$ cat src/rtl/fetch_unit.sv
// fetch_unit: multicycle instruction-fetch and request sequencer for the
// single-issue MIPS datapath. Owns the PC, fetches into a held Instr register,
// selects the next PC from decoded controls and holds data-memory requests
// until acknowledged.
//
// Ports:
//   clk, n_rst          clock, async active-low reset
//   ihit, imemload      instruction memory response
//   dhit                data memory completion
//   PCSrc, Jmp, JAL, JR decoded control-flow controls
//   HALT, MemRd, MemWr  decoded halt / load / store
//   imm16, imm26        branch offset, jump target field
//   rs_data             JR target
//   imemREN, imemaddr   instruction read request / address (= PC)
//   dmemREN, dmemWEN    data read / write requests
//   Instr, instr_valid  latched instruction and its validity
//   pc4                 PC+4 (JAL link value)
//   commit              one-cycle register-file write enable pulse
//   halt                sticky halted flag
module fetch_unit #(
  parameter logic [31:0] PC_INIT = 32'h0000_0000
) (
  input  logic        clk,
  input  logic        n_rst,
  input  logic        ihit,
  input  logic [31:0] imemload,
  input  logic        dhit,
  input  logic        PCSrc,
  input  logic        Jmp,
  input  logic        JAL,
  input  logic        JR,
  input  logic        HALT,
  input  logic        MemRd,
  input  logic        MemWr,
  input  logic [15:0] imm16,
  input  logic [25:0] imm26,
  input  logic [31:0] rs_data,
  output logic        imemREN,
  output logic [31:0] imemaddr,
  output logic        dmemREN,
  output logic        dmemWEN,
  output logic [31:0] Instr,
  output logic        instr_valid,
  output logic [31:0] pc4,
  output logic        commit,
  output logic        halt
);

  localparam int unsigned XLEN = 32;
  localparam logic [XLEN-1:0] ALIGN_MASK = 32'hFFFF_FFFC;

  typedef enum logic [1:0] {
    FETCH  = 2'd0,
    EXEC   = 2'd1,
    MEM    = 2'd2,
    HALTED = 2'd3
  } state_t;

  state_t          state, state_nxt;
  logic [XLEN-1:0] pc, pc_nxt;
  logic [XLEN-1:0] instr_nxt;
  logic            halt_nxt;
  logic [XLEN-1:0] branch_off;
  logic [XLEN-1:0] next_pc;

  // Sequential PC and its derived addresses; arithmetic wraps modulo 2^32.
  assign pc4        = pc + XLEN'(4);
  assign imemaddr   = pc;
  assign branch_off = {{14{imm16[15]}}, imm16, 2'b00};

  // Next-PC select for non-memory instructions: JR > J/JAL > taken branch.
  always_comb begin
    next_pc = pc4;
    if (JR) begin
      next_pc = rs_data & ALIGN_MASK;
    end else if (Jmp || JAL) begin
      next_pc = {pc4[31:28], imm26, 2'b00};
    end else if (PCSrc) begin
      next_pc = pc4 + branch_off;
    end
  end

  // State, PC, instruction and halt registers.
  always_ff @(posedge clk or negedge n_rst) begin
    if (!n_rst) begin
      state <= FETCH;
      pc    <= PC_INIT & ALIGN_MASK;
      Instr <= '0;
      halt  <= 1'b0;
    end else begin
      state <= state_nxt;
      pc    <= pc_nxt;
      Instr <= instr_nxt;
      halt  <= halt_nxt;
    end
  end

  // Next-state and request/commit decode.
  always_comb begin
    state_nxt   = state;
    pc_nxt      = pc;
    instr_nxt   = Instr;
    halt_nxt    = halt;
    imemREN     = 1'b0;
    dmemREN     = 1'b0;
    dmemWEN     = 1'b0;
    instr_valid = 1'b0;
    commit      = 1'b0;

    unique case (state)
      FETCH: begin
        imemREN = 1'b1;
        if (ihit) begin
          instr_nxt = imemload;
          state_nxt = EXEC;
        end
      end
      EXEC: begin
        instr_valid = 1'b1;
        if (HALT) begin
          halt_nxt  = 1'b1;
          state_nxt = HALTED;
        end else if (MemRd || MemWr) begin
          state_nxt = MEM;
        end else begin
          commit    = 1'b1;
          pc_nxt    = next_pc;
          state_nxt = FETCH;
        end
      end
      MEM: begin
        instr_valid = 1'b1;
        dmemREN     = MemRd;
        dmemWEN     = MemWr;
        if (dhit) begin
          commit    = 1'b1;
          pc_nxt    = pc4;
          state_nxt = FETCH;
        end
      end
      HALTED: begin
        halt_nxt = 1'b1;
      end
      default: begin
        state_nxt = FETCH;
      end
    endcase
  end

endmodule

$ cat config.mk
export PLATFORM = sky130hd
export DESIGN_NAME = fetch_unit
export DESIGN_NICKNAME = d
export VERILOG_FILES = /design/src/rtl/fetch_unit.sv
export SDC_FILE = /design/constraint.sdc
export NUM_CORES = 1
export LEC_CHECK = 0
export ABC_AREA = 1
export CAP_MARGIN = 30
export CORE_ASPECT_RATIO = 2
export CORE_MARGIN = 1
export CORE_UTILIZATION = 50
export DETAILED_ROUTE_END_ITERATION = 7
export PLACE_DENSITY = 0.94
export SLEW_MARGIN = 20
export SYNTH_ARGS = -nofsm -noshare
export SYNTH_HDL_FRONTEND = slang
export SYNTH_SLANG_ARGS = --single-unit
$ cat constraint.sdc
create_clock -name clk -period 4.29 [get_ports clk]
set_input_delay 1.0725 -clock clk [delete_from_list [all_inputs] [get_ports clk]]
set_output_delay 1.0725 -clock clk [all_outputs]
set_load 0.02 [all_outputs]
# After elaboration in Yosys (flattened, before gate mapping)
# Index checks and enable logic that the tools add are counted.
[classes] add_sub_neg=2 multipliers=0 div_mod_pow=0 order_cmp=0 eq_ne=8 shift=0 mux=22 bitwise_logic=0 reduce_logical=11
[ops] operator="2-to-1 mux 32 bit" count=6
[ops] operator="one-hot mux 32 bit (2 select lines)" count=1
[ops] operator="adder 32 x 3 -> 32 bit, second input constant" count=1
[ops] operator="adder 32 bit" count=1
[ops] operator="!= test 2 bit, second input constant" count=5
[ops] operator="2-to-1 mux 1 bit" count=8
[ops] operator="2-to-1 mux 2 bit" count=4
[ops] operator="one-hot mux 2 bit (3 select lines)" count=1
[ops] operator="equality test 2 bit, second input constant" count=2
[ops] operator="one-hot mux 1 bit (2 select lines)" count=2
[ops] operator="AND reduction 2 bit" count=2
[ops] operator="AND reduction 4 bit" count=1
[ops] operator="nonzero test 2 bit" count=2
[ops] operator="AND reduction 3 bit" count=1
[ops] operator="nonzero test 3 bit" count=1
[ops] operator="equality test 2 x 1 -> 1 bit, second input constant" count=1
[ops] operator="zero test 2 bit" count=1
[ops] operator="logical OR 1 bit" count=2
[ops] operator="OR reduction 2 bit" count=1
[totals] reg_bits=67 latchBits=0 ram_bits=0 romBits=0 inputBits=117 out_inout_bits=102 elab_cells=47 n_memories=0

# Depth between registers and ports, before layout
[logic_depth] depth_word=8 depth_mapped=26 depth_no_buf=26

# Worst setup path after synthesis
# Ideal clock, no wire load.
[synth_timing] path_kind="reg2reg" start="register pc[2] (netlist: imemaddr[2])" end="register pc[31] (netlist: imemaddr[31])" setup_time_ns=0.066 arrival_ns=2.990 required_time_ns=4.224 path_slack_ns=1.235 stages_incl_launch_ff=19 path_buffers=0 synth_period_minus_slack_ns=3.055 cell_sequence="dfrtp_1 > ha_1 > inv_1 > nor2_1 > inv_1 > nor3_1 > xor2_1 > ha_1 > a21oi_1 > o21ai_0 > o21bai_1 > nand2_1 > a21oi_1 > nand2_1 > nand3_1 > nand2_1 > nand2_1 > nand2_1 > nand2_1"
[synth_between] elab_chain_cells=8 word_cells_on_any_way=9 classes_between="add/sub (2); mux (7)"
[synth_lines] item="start: declaration" line="60" rtl="logic [XLEN-1:0] pc, pc_nxt;"
[synth_lines] item="start signal: assignment" line="87" rtl="pc <= PC_INIT & ALIGN_MASK;"
[synth_lines] item="start signal: assignment" line="92" rtl="pc <= pc_nxt;"
[synth_lines] item="adder 32 x 3 -> 32 bit" line="67" rtl="assign pc4 = pc + XLEN'(4);"
[synth_lines] item="named net pc4[22]" line="44" rtl="output logic [31:0] pc4,"
[synth_lines] item="adder 32 bit" line="79" rtl="next_pc = pc4 + branch_off;"
[synth_lines] item="2-to-1 mux 32 bit" line="78" rtl="end else if (PCSrc) begin"
[synth_lines] item="2-to-1 mux 32 bit" line="76" rtl="end else if (Jmp || JAL) begin"
[synth_lines] item="2-to-1 mux 32 bit" line="74" rtl="if (JR) begin"
[synth_lines] item="2-to-1 mux 32 bit" line="123" rtl="end else if (MemRd || MemWr) begin"
[synth_lines] item="2-to-1 mux 32 bit" line="120" rtl="if (HALT) begin"
[synth_lines] item="one-hot mux 32 bit (2 select lines)" line="110" rtl="unique case (state)"
# The timed path passes the listed nets, and every way through them passes these cells. The select of a mux whose other input is x is not followed.
# A chain may end at the register's enable or synchronous reset.

# Worst setup path after layout
[layout_timing] start="register pc[2] (netlist: imemaddr[2])" end="output pc4[22]"
[layout_between] elab_chain_cells=1
[layout_lines] item="adder 32 x 3 -> 32 bit" line="67"
[layout_lines] item="end: declaration" line="44"
# No other way between the ends.

==> results <==
- The areal power density over the cells is 715.8 nW/um^2.
- After synthesis, the netlist uses 45 different library cells.
- The row count is 59.
- The final number of setup-violating endpoints is 0.
- The post-route DRC violation count is 22.
- The sort of element at the start of the critical path is a register.
- The H-tree was split into 3 levels.
- The tool flagged a number of max-cap violations equal to 0.
- The number of hold violations in the final report came to 0.
- For this block, the initial DRC count from the detailed router was 614.
- The startpoint identified for the worst hold timing path is halt.
- The largest incremental delay on the critical path is 0.70 ns.
- The worst register-to-register path has a depth of 24.
- The antenna diode instance count is 0.
- The endpoint of the worst hold-timing path is halt.
- The deepest clock path buffer count is 2.
- Traced cell by cell, the critical path runs through ha_1 > inv_1 > nor2_1 > inv_1 > nor3_1 > xor2_1 > clkdlybuf4s50_1.
- The share of the clock period used by the worst path after layout is 0.9428.
- The total number of clock tree sinks is 65.
- Counting buffers and inverters, the worst setup path is 7 cells deep.
- The data required time of the critical path is between 3 and 4 ns.
- The register bit total from synthesis is between 60 and 70.
- The final net count is about 1400.
- Synthesis produced 1077 cells.
- Counting both buffers and inverters, the worst setup path holds a total of 3.
- The clock reaches the later pin of the worst-skew pair after 0.34 ns.
- Of the cells placed in the final design, the portion with a size suffix greater than 1 is 0.07204.
- Including well taps, the total number of placed cells is 1426.
- Grouping stages by cell kind, the critical path spends the most delay in buffers and inverters.
- The placer's final routability congestion estimate is 0.9984.
- By instance count, the cell type seen most on the critical path is sky130_fd_sc_hd__inv_1.
- The count of input and output buffers is approximately 210.
- The most used flip-flop cell after synthesis is sky130_fd_sc_hd__dfrtp_1.
- The worst supply voltage drop on vdd is about 560 uV.
- The analysis attributes to cell leakage a power of 4.543 nW.
- After detailed routing, the total wire length is 27700 um.
- By area the synthesized netlist is led by sky130_fd_sc_hd__dfrtp_1 (24%), sky130_fd_sc_hd__nand2_1 (20%), sky130_fd_sc_hd__ha_1 (7.6%).
- The count of non-filler cells in the finished layout is around 1400.
- The total of cells resized after clock tree synthesis is 0.
- The nature of the critical path endpoint is a primary output.
- The pin slew with the least headroom to its limit is about 0.64 ns.
- The starting density of the core is 0.5178.
- The first global-routing pass estimated 43090 um of wire.
- The combined area of all synthesized cells is about 6800 um^2.
- The die area is 14030 um^2.
- The worst setup path category is reg2out.
- The total non-filler cell area in the finished layout is 9393 um^2.
- The dominant cell by count in the synthesized netlist is sky130_fd_sc_hd__nand2_1.
- The tree is rooted in a sky130_fd_sc_hd__clkbuf_16.
- The checks that failed: design-rule violations.
- The portion of the post-synthesis area used by sequential elements is 0.2404.
- Counting flops with a built-in enable in the synthesized netlist gives 0.
- The number of CTS-inserted buffers is 9.
- The largest net degree at the start of global routing is 43.
- The number of cells traversed by the worst hold path is 2.
- For this run, the total global-route usage over all layers was measured as 0.4044.
- The proportion of synthesized flip-flops having asynchronous set or reset is 1.000.
- The final setup skew is between 0.008 and 0.009 ns.
- Clock-pin slew was measured on the worst setup and hold paths at 0.06 ns.
- The min-delay analysis places its worst path in the category reg2reg.
- The end of the worst register-to-register path is imemaddr[19].
- The detail route stage leaves a number of antenna-violating nets equal to 0.
- On the critical path, the stage with the largest delay is an instance of sky130_fd_sc_hd__clkdlybuf4s50_1.
- The x dimension of the die is 84.25 um.
- The boundary pin count is around 220.
- The detail-routed via count per cell is 5.692.
- The number of buffers inserted by hold repair at cts is 0.
- Setup repair after global routing left no endpoint under its margin.
- The clock tree from TritonCTS is yes.
- The worst reg-to-reg setup slack is 0.46 ns.
- The total overflow left after global routing is 0.
- The count of final max-slew check failures is 0.
- The wire length per cell after detailed routing is 19.20 um.
- The number of detailed-routing iterations run before antenna repair is 8.
- The fmax is 0.2472 GHz.
- For this block, the via count after detailed routing is 8214.
- Summed over all instances, the cell type with the most area after synthesis is sky130_fd_sc_hd__dfrtp_1.
- The final total negative setup slack is 0 ns.
- In this run the post-CTS setup repair buffer count came out at 0.
- The area growth from synthesis to layout is 38.84%.
- Once layout is complete, the utilization of the core stands at 0.7189.
- In this run the tightest slew margin relative to its limit is 0.5695.
- Measured along the y axis, the die boundary spans 166.5 um.
- The initial antenna violation count is 0.
- Yosys printed 0 warnings.
- The highest fanout seen on the critical path is 5.
- The number of global-route vias before repair came to 8395.
- The commonest cells after synthesis are sky130_fd_sc_hd__nand2_1 (364), sky130_fd_sc_hd__inv_1 (128), sky130_fd_sc_hd__nor2_1 (96), sky130_fd_sc_hd__a21oi_1 (89), sky130_fd_sc_hd__nand3_1 (66).
- The shortest period the worst path allows is just over 4 ns.
- The area share of the largest cell type after synthesis is 0.2404.
- STA puts the critical path data arrival time at 2.97 ns.
- Once placement finished, the instance area stood at 9019 um^2.
- The minimum setup slack after placement is just under 0.5 ns.
- The synthesized area per cell is around 6.3 um^2.
- In this run the critical register-to-register path is launched from imemaddr[2].
- The area of the core is roughly 13000 um^2.
- The run finished, with violations left.
- The final setup slack of the worst path is 0.2455 ns.
- The final HPWL from detailed placement is 21530 um.
per-layer routing:
layer / track usage / routed length [um] / up-vias
li1: - / - / 3894
met1: 0.3915 / 9153 / 3707
met2: 0.7267 / 14220 / 448
met3: 0.05798 / 1621 / 165
met4: 0.3651 / 2710 / 0
met5: 0 / 0 / -
worst register-to-register path, cell delays in order, from the launching register on:
cell and delay, ns:
sky130_fd_sc_hd__dfrtp_1 0.42, sky130_fd_sc_hd__ha_1 0.29, sky130_fd_sc_hd__inv_1 0.12, sky130_fd_sc_hd__nor2_1 0.19, sky130_fd_sc_hd__nand2_2 0.11, sky130_fd_sc_hd__nor2_4 0.17
sky130_fd_sc_hd__nand2_2 0.11, sky130_fd_sc_hd__nor2_4 0.17, sky130_fd_sc_hd__nand2_1 0.07, sky130_fd_sc_hd__nand2_1 0.11, sky130_fd_sc_hd__inv_1 0.10, sky130_fd_sc_hd__ha_1 0.34
sky130_fd_sc_hd__nand2_1 0.14, sky130_fd_sc_hd__inv_1 0.05, sky130_fd_sc_hd__a21oi_1 0.21, sky130_fd_sc_hd__nand3_1 0.30, sky130_fd_sc_hd__nand2_1 0.18, sky130_fd_sc_hd__nand2_1 0.06
sky130_fd_sc_hd__nand2_1 0.05, sky130_fd_sc_hd__nand3_1 0.06, sky130_fd_sc_hd__nand2_1 0.06, sky130_fd_sc_hd__nand2_1 0.05, sky130_fd_sc_hd__nand2_1 0.06, sky130_fd_sc_hd__nand2_1 0.10
sky130_fd_sc_hd__a21oi_1 0.23
area by class of cell:
type	instances	area [um^2]
sequential	65	1627
timing repair buffer	227	2287
clock inverter	6	115.1
fill	1078	3674
tap	152	190.2
inverter	132	495.5
multi-input combinational	851	4439
clock buffer	10	239.0
metrics by stage:
step           power, mW  hold slack (ns)
2_1_floorplan      3.919           0.5641
3_3_place_gp       5.630           0.4538
3_5_place_dp       5.717           0.4600
4_1_cts            6.655           0.4837
5_1_grt            7.154           0.4984
6_report           6.723           0.4807
placed cells by master, fill, tap and decap left out, types with 6 or more instances in the layout:
cell	synthesis	routed
sky130_fd_sc_hd__clkbuf_16	0	9
sky130_fd_sc_hd__dfrtp_1	65	65
sky130_fd_sc_hd__nor2_1	96	96
sky130_fd_sc_hd__o21ai_1	6	6
sky130_fd_sc_hd__ha_1	41	41
sky130_fd_sc_hd__nand3_1	66	66
sky130_fd_sc_hd__a21oi_1	89	89
sky130_fd_sc_hd__inv_1	128	128
sky130_fd_sc_hd__xor2_1	12	12
sky130_fd_sc_hd__mux2_2	32	32
sky130_fd_sc_hd__clkdlybuf4s50_1	0	211
sky130_fd_sc_hd__nand4_1	9	9
sky130_fd_sc_hd__nor3_1	18	18
sky130_fd_sc_hd__or2_2	6	6
sky130_fd_sc_hd__xnor2_1	6	6
sky130_fd_sc_hd__nand2_1	364	364
sky130_fd_sc_hd__buf_4	6	11
sky130_fd_sc_hd__o21bai_1	9	9
sky130_fd_sc_hd__o21ai_0	51	51
sequential cells by signal (all words and copies together), names as in the netlist:
signal / cells
halt: 1
Instr: 32
imemaddr: 30
state: 2
power breakdown:
group / switching (mW) / internal (mW)
combinational: 2.78 / 1.82
sequential: 0.341 / 0.913
clock: 0.289 / 0.585
logic make-up after synthesis:
group                    synth area share
multiplexers                      0.05326
other                           0.0005543
AND/OR/NAND/NOR                    0.3643
adder cells (fa/ha/maj)           0.07879
AO/OA/AOI/OAI                      0.1343
flip-flops                         0.2404
buffers and inverters              0.1050
XOR/XNOR                          0.02330
worst max path at each step:
| stage | to | startpoint | slack, ns |
|---|---|---|---|
| after floorplan | imemaddr[31] | imemaddr[2] | 1.23 |
| after global placement | imemaddr[22] | imm16[0] | 0.50 |
| after detailed placement | imemaddr[22] | imm16[0] | 0.49 |
| after CTS | pc4[22] | imemaddr[2] | 0.29 |
| after global routing | pc4[26] | imemaddr[2] | 0.16 |
| final | pc4[22] | imemaddr[2] | 0.25 |
Power figures use the tool's default switching activity.
